`config.mk`:
```
export PLATFORM = sky130hd
export DESIGN_NAME = piso_serializer
export DESIGN_NICKNAME = d
export VERILOG_FILES = /design/src/rtl/piso_serializer.sv
export SDC_FILE = /design/constraint.sdc
export NUM_CORES = 1
export LEC_CHECK = 0
export BUFFER_PORTS_ARGS = -buffer_cell sky130_fd_sc_hd__buf_4
export CELL_PAD_IN_SITES_DETAIL_PLACEMENT = 1
export CELL_PAD_IN_SITES_GLOBAL_PLACEMENT = 1
export CORE_MARGIN = 4
export CORE_UTILIZATION = 36
export DETAILED_ROUTE_END_ITERATION = 7
export PLACE_DENSITY_LB_ADDON = 0.08
export SKIP_CTS_REPAIR_TIMING = 1
export SYNTH_ARGS = -nofsm -noshare
export SYNTH_HDL_FRONTEND = slang
export SYNTH_SLANG_ARGS = --single-unit
```
`constraint.sdc`:
```
create_clock -name clk -period 1.13 [get_ports clk]
set_input_delay 0.1695 -clock clk [delete_from_list [all_inputs] [get_ports clk]]
set_output_delay 0.1695 -clock clk [all_outputs]
set_load 0.02 [all_outputs]
```
`src/rtl/piso_serializer.sv`:
```
// Parallel-in / serial-out transmitter: loads a DW-bit word on in_vld/in_rdy,
// then emits it one bit per enabled cycle. Optional parity bit: PISO_PARITY_EN.
module piso_serializer #(
    parameter int unsigned DW        = 16,
    parameter bit          MSB_FIRST = 1'b0
) (
    input  logic          clk,
    input  logic          rst,
    input  logic          enb,
    input  logic          in_vld,
    output logic          in_rdy,
    input  logic [DW-1:0] inp,
    output logic          sout,
    output logic          sout_vld,
    output logic          done
);

    localparam int unsigned CW = (DW > 1) ? $clog2(DW) : 1;
    localparam logic [CW-1:0] LAST = CW'(DW - 1);

`ifdef PISO_PARITY_EN
    typedef enum logic [1:0] {
        S_IDLE   = 2'd0,
        S_SHIFT  = 2'd1,
        S_DONE   = 2'd2,
        S_PARITY = 2'd3
    } state_t;
`else
    typedef enum logic [1:0] {
        S_IDLE  = 2'd0,
        S_SHIFT = 2'd1,
        S_DONE  = 2'd2
    } state_t;
`endif

    state_t        state_q, state_d;
    logic [DW-1:0] shreg_q, shreg_d;
    logic [CW-1:0] cnt_q,   cnt_d;
`ifdef PISO_PARITY_EN
    logic          parity_q, parity_d;
`endif

    always_ff @(posedge clk or posedge rst) begin
        if (rst) begin
            state_q  <= S_IDLE;
            shreg_q  <= '0;
            cnt_q    <= '0;
`ifdef PISO_PARITY_EN
            parity_q <= 1'b0;
`endif
        end else begin
            state_q  <= state_d;
            shreg_q  <= shreg_d;
            cnt_q    <= cnt_d;
`ifdef PISO_PARITY_EN
            parity_q <= parity_d;
`endif
        end
    end

    always_comb begin
        state_d  = state_q;
        shreg_d  = shreg_q;
        cnt_d    = cnt_q;
`ifdef PISO_PARITY_EN
        parity_d = parity_q;
`endif
        if (enb) begin
            unique case (state_q)
                S_IDLE: begin
                    if (in_vld) begin
                        shreg_d  = inp;
                        cnt_d    = '0;
`ifdef PISO_PARITY_EN
                        parity_d = ^inp;
`endif
                        state_d  = S_SHIFT;
                    end
                end
                S_SHIFT: begin
                    shreg_d = MSB_FIRST ? {shreg_q[DW-2:0], 1'b0}
                                        : {1'b0, shreg_q[DW-1:1]};
                    // Counter parks on the last index instead of wrapping.
                    if (cnt_q == LAST) begin
`ifdef PISO_PARITY_EN
                        state_d = S_PARITY;
`else
                        state_d = S_DONE;
`endif
                    end else begin
                        cnt_d = cnt_q + CW'(1);
                    end
                end
`ifdef PISO_PARITY_EN
                S_PARITY: state_d = S_DONE;
`endif
                S_DONE:   state_d = S_IDLE;
                default:  state_d = S_IDLE;
            endcase
        end
    end

    // All outputs decode from registered state only, so enb=0 holds them.
    always_comb begin
        in_rdy   = 1'b0;
        sout     = 1'b0;
        sout_vld = 1'b0;
        done     = 1'b0;
        unique case (state_q)
            S_IDLE:  in_rdy = 1'b1;
            S_SHIFT: begin
                sout_vld = 1'b1;
                sout     = MSB_FIRST ? shreg_q[DW-1] : shreg_q[0];
            end
`ifdef PISO_PARITY_EN
            S_PARITY: begin
                sout_vld = 1'b1;
                sout     = parity_q;
            end
`endif
            S_DONE:  done = 1'b1;
            default: ;
        endcase
    end

endmodule

```
* After elaboration in Yosys (flattened, before gate mapping) *
Cells that the tools add are included.

word-level totals
  register bits after elaboration = 22
  input port bits = 20
  output and inout bits = 4
  logic and storage cells = 27

operators by class
  add/subtract/negate cells = 1
  eq/ne operators = 6
  multiplexer cells = 12
  reductions and logical operators = 5

operators by type and width
  cell                                                                    count
  16-bit case mux with 2 select lines                                     1
  16-bit two-way mux                                                      1
  4-bit two-way mux                                                       2
  4-bit case mux with 2 select lines                                      1
  2-bit != test (second input constant)                                   3
  3-bit AND reduction                                                     2
  4-bit by 1-bit adder with 4-bit output (second input constant)          1
  4-bit equality test (second input constant)                             1
  1-bit two-way mux                                                       4
  2-bit two-way mux                                                       2
  2-bit case mux with 2 select lines                                      1
  4-bit AND reduction                                                     1
  2-bit by 1-bit equality test with 1-bit output (second input constant)  1
  2-bit equality test (second input constant)                             1
  2-bit logical NOT                                                       1
  2-bit nonzero test                                                      1

* Longest topological paths before layout *
Gate-level depths: netlist (run 1).

  depth after elaboration = 3
  mapped depth = 5
  mapped depth without buffers = 4

* Worst setup path before layout (run 1) *
OpenSTA, ideal clock, no wires.

  path kind = register -> output
  from = register state_q[1]
  to = output port sout
  arrival = 1.196 ns
  data required time = 0.961 ns
  setup slack = -0.236 ns
  cell stages (with the launch flop) = 5
  path buffers = 1
  cell sequence = dfrtp_1 nand2b_1 buf_4 inv_1 and2_1

on the way
  longest elaborated chain between the ends = 2

RTL lines
  element                                         line  source
  from (decl)                                     36    state_t state_q, state_d;
  from (signal assigned)                          52    state_q <= state_d;
  2-bit by 1-bit equality test with 1-bit output  109   unique case (state_q)
  1-bit two-way mux                               109
  to (decl)                                       13    output logic sout,

Every way passes these cells.

* Final worst setup path (run 1) *
  from = register state_q[1]
  to = output port sout_vld

on the way
  longest elaborated chain between the ends = 2

RTL lines
  element                                         line  source
  2-bit by 1-bit equality test with 1-bit output  109
  1-bit two-way mux                               109
  to (decl)                                       14    output logic sout_vld,

Every way passes these cells.

==> key figures, run 1 <==
Outcome
  • Status: finished with violations
  • Failing checks: negative setup slack

Floorplan
  • Num rows: 20
  • Initial Util: 37.4%
  • I/O Pins: 24
  • Die width: 64.3 um
  • Die H: 64.3 um
  • Die area: 4130 sq um
  • Core footprint: 3050 sq um

STA
  • Period utilization: 123%
  • Worst setup margin: -0.263 ns
  • Slew Limit Headroom: 73.0%
  • Max Freq: 0.718 GHz
  • Skew final: 0.0137 ns
  • Min Tclk post-route: 1.39 ns
  • Slew at the pin closest to its max-slew limit: 0.405 ns
  • RSZ-0062 raised after global routing: yes
  • Final Max Tran Viols: 0
  • Hold Vio Cnt, Final: 0
  • Final setup fails: 25

Route
  • DRT antenna net count: 0
  • Final WL: 3020 um
  • DRT iter0 DRCs: 75
  • Via Count: 1,017
  • Via-per-instance ratio: 5.06
  • WL per Instance: 15.0 um
  • DRT Pass-1 Iters: 4
  • Drt drc: 0

Layout
  • Nets: 180
  • Final Util: 57.5%
  • N_diodes: 0
  • Area delta synth->final: 53.8%
  • Final cell count without fillers: 201
  • Share of layout cells above drive strength 1: 51.0%

Global route
  • Total track usage: 14.9%
  • Initial antenna violation count: 0
  • First-pass GRT wire length: 4970 um
  • Largest net degree at the start of global routing: 23
  • Vias in the first global route: 1,085
  • Congestion Overflow GR: 0

Clock tree
  • Clock latency on the worst-skew pair: 0.31 ns
  • CTS tree: yes
  • Clock Pin Slew Worst Setup and Hold Paths: 0.12 ns
  • Clock sinks: 22
  • CTS Buf Count: 3
  • Clock buffer depth: 2
  • Root buffer cell: clkbuf_4
  • Htree depth: 1

Worst setup path
  • CP Class: reg -> out
  • CP Capture Type: output pin
  • Cell with the largest stage delay on the worst path: dfrtp_1
  • Worst EP arrival: 1.22 ns
  • Cell Chain, Critical Path: nand2b_4 > clkinvlp_4 > buf_4 > buf_6
  • R2r startpoint: state_q[1]
  • Worst r2r dst: shreg_q[0]
  • Critical Path Sink: sout_vld
  • CP startpoint kind: flop
  • Worst reg2reg setup slack: -0.21 ns
  • Crit path max fanout: 4
  • CP startpoint: state_q[1]
  • Worst Path Required: 0.96 ns
  • Slowest stage delay, CP: 0.41 ns
  • Reg2Reg Depth: 5

Pwr
  • Leak pwr: 0.761 nW
  • Power per Cell Area: 2330 nW/um^2
  • Max VDD drop: 1.05 mV

Yosys
  • Syn Inst Count: 113
  • Predominant post-synthesis flop cell: dfrtp_1
  • Post-synth EDFFs: 0
  • Net Count, Synth: 134
  • Top area cells in the synthesized netlist: dfrtp_1 48%, mux2i_1 14%, o21ai_0 10%, o21ai_1 4.8%, buf_6 3.0%
  • Post-synth ARST share: 100%
  • Mapped Area: 1140 sq um
  • Synth unique cells: 27
  • Top-count cell post-synth: o21ai_0
  • Area fraction of the dominant cell type after synthesis: 48.2%
  • Mean post-synth cell area: 10.1 sq um
  • Register area share after synthesis: 48.2%
  • Flops & latches, synth: 22
  • Synth Warn #: 0
  • Synth area leader: dfrtp_1
  • Top post-synthesis cells by count: 23 x o21ai_0, 22 x dfrtp_1, 16 x mux2i_1

Place
  • Port Buffers: 23
  • Post-detail-place hpwl: 2170 um
  • Placed cells: 193
  • Placer Congestion: 0.793

Run
  • Max-cap violations: 0

Min path
  • Cell depth of the worst hold path: 3
  • Worst hold-check path type: in -> reg
flip-flops by register name, indices dropped and copies added, names as in the netlist:
| register | cells |
|---|---|
| cnt_q | 4 |
| shreg_q | 16 |
| state_q | 2 |
power breakdown:
part	internal [mW]	switching, mW
logic	1.24	1.11
clock network	0.124	0.240
registers	1.12	0.250
critical path, delay by kind of cell (launching register included):
kind                   cells  cell delay, ns
buffers and inverters      3            0.34
DFF                        1            0.41
and+or+nand+nor            1            0.17
layer usage:
layer,vias to the layer above,track usage [%],routed length [um]
met5,-,0,0
met4,0,3.69,15
met3,2,3.34,71
met2,13,26.5,1650
met1,507,18.1,1280
li1,495,-,-
cell type report:
class                   instances  area (sq um)
clock buffers                   3          22.5
multi-input cells              79           662
well taps                      44          55.1
repair buffers                 49           445
flip-flops and latches         22           552
inverters                       4          18.8
fillers                       341          1300
logic make-up after synthesis:
family / count (synthesis) / synth area share (%)
buffers and inverters: 12 / 6.36
AOI/OAI and AO/OA: 40 / 19.0
adders and majority gates: 1 / 1.10
DFF: 22 / 48.2
and+or+nand+nor: 22 / 11.3
muxes: 16 / 14.0
stage by stage:
| stage | cell area [sq um] | hold slack, ns | setup TNS, ns | total power, mW | worst slack, ns |
|---|---|---|---|---|---|
| global placement | 1510 | 0.233 | -2.11 | 3.10 | -0.134 |
| detailed placement | 1510 | 0.239 | -3.35 | 3.17 | -0.204 |
| CTS | 1530 | -0.102 | -5.16 | 3.53 | -0.566 |
| floorplan | 1160 | 0.159 | -1.10 | 2.55 | -0.0811 |
| finish | 1760 | 0.126 | -4.06 | 4.09 | -0.263 |
| global route | 1760 | 0.117 | -5.55 | 4.41 | -0.321 |
cell usage in the layout (no fill, tap or decap), types with 4 or more instances in the layout:
master and count:
o21ai_1 10, mux2i_1 16, o21ai_0 7, nand3_1 4, buf_6 8, buf_4 36
o21ai_2 16, dfrtp_1 21
how the worst min path moves through the flow:
stage               slack [ns]          end    start
detailed placement        0.24   shreg_q[6]      rst
floorplan                 0.16     cnt_q[0]      rst
global route              0.12  shreg_q[15]  inp[15]
CTS                      -0.10   shreg_q[6]      rst
finish                    0.13   state_q[0]   in_vld
global placement          0.23   shreg_q[3]      rst
Power figures use the tool's default switching activity.
==> inputs of run 2 (changes only) <==
- ABC_AREA: unset -> 1
- CORE_UTILIZATION: 36 -> 34
- CTS_BUF_LIST: unset -> sky130_fd_sc_hd__clkbuf_16
==> key figures, run 2 <==
Global route
  • Initial antenna violation count: 0
  • First-pass GRT wire length: 4930 um
  • Congestion Overflow GR: 0
  • Vias in the first global route: 1,149
  • Largest net degree at the start of global routing: 27
  • Total track usage: 14.8%

Floorplan
  • Die area: 4330 sq um
  • Core footprint: 3130 sq um
  • Num rows: 20
  • Die width: 65.8 um
  • Initial Util: 36.3%
  • I/O Pins: 24
  • Die H: 65.8 um

Place
  • Placer Congestion: 0.755
  • Post-detail-place hpwl: 2070 um
  • Placed cells: 234
  • Dpl cell area: 1470 sq um
  • Port Buffers: 23

Route
  • DRT Pass-1 Iters: 4
  • DRT iter0 DRCs: 23
  • Via-per-instance ratio: 4.65
  • Drt drc: 0
  • WL per Instance: 13.7 um
  • DRT antenna net count: 0
  • Via Count: 1,153
  • Final WL: 3400 um

Clock tree
  • Root buffer cell: clkbuf_16
  • Htree depth: 1
  • Clock Pin Slew Worst Setup and Hold Paths: 0.06 ns
  • CTS tree: yes
  • CTS Buf Count: 3
  • Clock latency on the worst-skew pair: 0.25 ns
  • Clock sinks: 22
  • Clock buffer depth: 2

Pwr
  • Flop pwr share: 28.4%
  • Net switching power: 1.77 mW
  • PnR Total Power: 4.53 mW
  • Combinational power share: 55.0%
  • Power per Cell Area: 2490 nW/um^2
  • Design internal power: 2.76 mW
  • Max VDD drop: 1.07 mV
  • Leak pwr: 0.906 nW
  • Switching Share: 39.0%
  • Clock share of power: 16.5%

Layout
  • Area delta synth->final: 59.7%
  • Nets: 227
  • Register area: 552 sq um
  • Regs by FF count: shreg_q: 16 flops, cnt_q: 4 flops, state_q: 2 flops
  • N_diodes: 0
  • Commonest non-fill, non-tap cell in the layout: nand2_1
  • Share of layout cells above drive strength 1: 36.8%
  • Finished Cell Area: 1810 sq um
  • Biggest register: shreg_q
  • Final Util: 58.0%
  • Fill count: 385
  • Footprint of the multi-input gates: 599 sq um
  • Most frequent cells in the layout: 52 x nand2_1, 36 x buf_4, 21 x inv_1, 21 x dfrtp_1, 13 x o21ai_0
  • Number of flip-flops in the largest register: 16
  • Final cell count without fillers: 248

STA
  • RSZ-0062 raised after global routing: yes
  • Max Freq: 0.732 GHz
  • Worst setup margin: -0.236 ns
  • Final setup fails: 25
  • WHS: 0.147 ns
  • Period utilization: 121%
  • Min Tclk post-route: 1.37 ns
  • Final Max Tran Viols: 0
  • Skew final: 0.00330 ns
  • Slew Limit Headroom: 80.2%
  • Slew at the pin closest to its max-slew limit: 0.297 ns
  • Hold Vio Cnt, Final: 0

Yosys
  • Net Count, Synth: 179
  • Top-count cell post-synth: nand2_1
  • Mapped Area: 1140 sq um
  • Top area cells in the synthesized netlist: dfrtp_1 48%, nand2_1 19%, o21ai_0 11%, inv_1 7.6%, nor2_1 3.6%
  • Post-synth ARST share: 100%
  • Synth Warn #: 0
  • Predominant post-synthesis flop cell: dfrtp_1
  • Flops & latches, synth: 22
  • Synth area leader: dfrtp_1
  • Syn Inst Count: 158
  • Area fraction of the dominant cell type after synthesis: 48.5%
  • Synth unique cells: 14
  • Post-synth EDFFs: 0
  • Register area share after synthesis: 48.5%
  • Top post-synthesis cells by count: 57 x nand2_1, 25 x o21ai_0, 23 x inv_1
  • Mean post-synth cell area: 7.19 sq um

Outcome
  • Status: finished with violations
  • Failing checks: negative setup slack

Min path
  • Worst hold-check path type: in -> reg

Worst setup path
  • Worst EP arrival: 1.20 ns
  • CP Capture Type: output pin
  • CP Class: reg -> out
  • Crit path max fanout: 6
  • Worst Path Required: 0.96 ns
  • CP startpoint kind: flop

Run
  • Max-cap violations: 0
-- run 2: cell types whose count changed after synthesis, moves of 4 or more --
| cell | change |
|---|---|
| nor2_1 | +8 |
| nand2b_1 | -4 |
| inv_1 | +19 |
| nand2_1 | +54 |
| mux2i_1 | -16 |
| o21ai_1 | -7 |
| buf_2 | +5 |
-- run 2: per-stage QoR --
stage	setup TNS, ns	worst slack, ns
floorplan	-0.00767	-0.00767
global placement	-0.827	-0.0605
detailed placement	-1.77	-0.167
CTS	-3.11	-0.322
global route	-4.52	-0.289
finish	-2.52	-0.236
-- run 2: power by group through the flow --
stage / clock network (mW) / logic [mW] / registers [mW]
floorplan: 0 / 1.04 / 1.24
global placement: 0 / 1.69 / 1.24
global route: 0.813 / 2.78 / 1.33
CTS: 0.754 / 1.78 / 1.25
finish: 0.748 / 2.49 / 1.29
detailed placement: 0 / 1.76 / 1.25
-- run 2: cell type report --
cell class | instances | share of cell area, %
repair buffers | 49 | 24.6
clock buffers | 3 | 4.14
multi-input cells | 107 | 33.0
inverters | 23 | 4.76
flip-flops and latches | 22 | 30.4
well taps | 44 | 3.03
-- run 2: per-layer routing --
metal	wire, um	up-vias	GRT usage (%)
met1	1430	560	17.8
met2	1840	14	26.3
li1	-	575	-
met5	0	-	0
met4	40	0	4.66
met3	86	4	2.72
-- run 2: worst paths after layout --
kind                             startpoint  slack (ns)  cells after the start          end
worst max-delay path             state_q[0]       -0.24                      5         sout
worst min-delay path                inp[15]        0.15                      3  shreg_q[15]
worst max register to register   state_q[0]       -0.15                      8   shreg_q[9]
worst min register to register  shreg_q[15]        0.47                      2  shreg_q[15]
max in group asynchronous               rst        0.34                      4   state_q[0]
min in group asynchronous               rst        0.54                      4   state_q[0]
-- run 2: kinds of logic (layout without fill, tap and decap cells) --
kind of cell	after synthesis	count (layout)	synth area share, %
adders and majority gates	1	1	1.10
buffers and inverters	29	75	10.2
xor gates and xnor gates	1	1	0.771
DFF	22	22	48.5
AOI/OAI and AO/OA	30	30	13.2
and+or+nand+nor	75	75	26.2
-- run 2: critical path, cell delays in order (launching register included) --
cell and delay [ns]:
dfrtp_2 0.42, buf_6 0.14, nand2_8 0.06, buf_12 0.13
nor2_4 0.07, buf_6 0.12
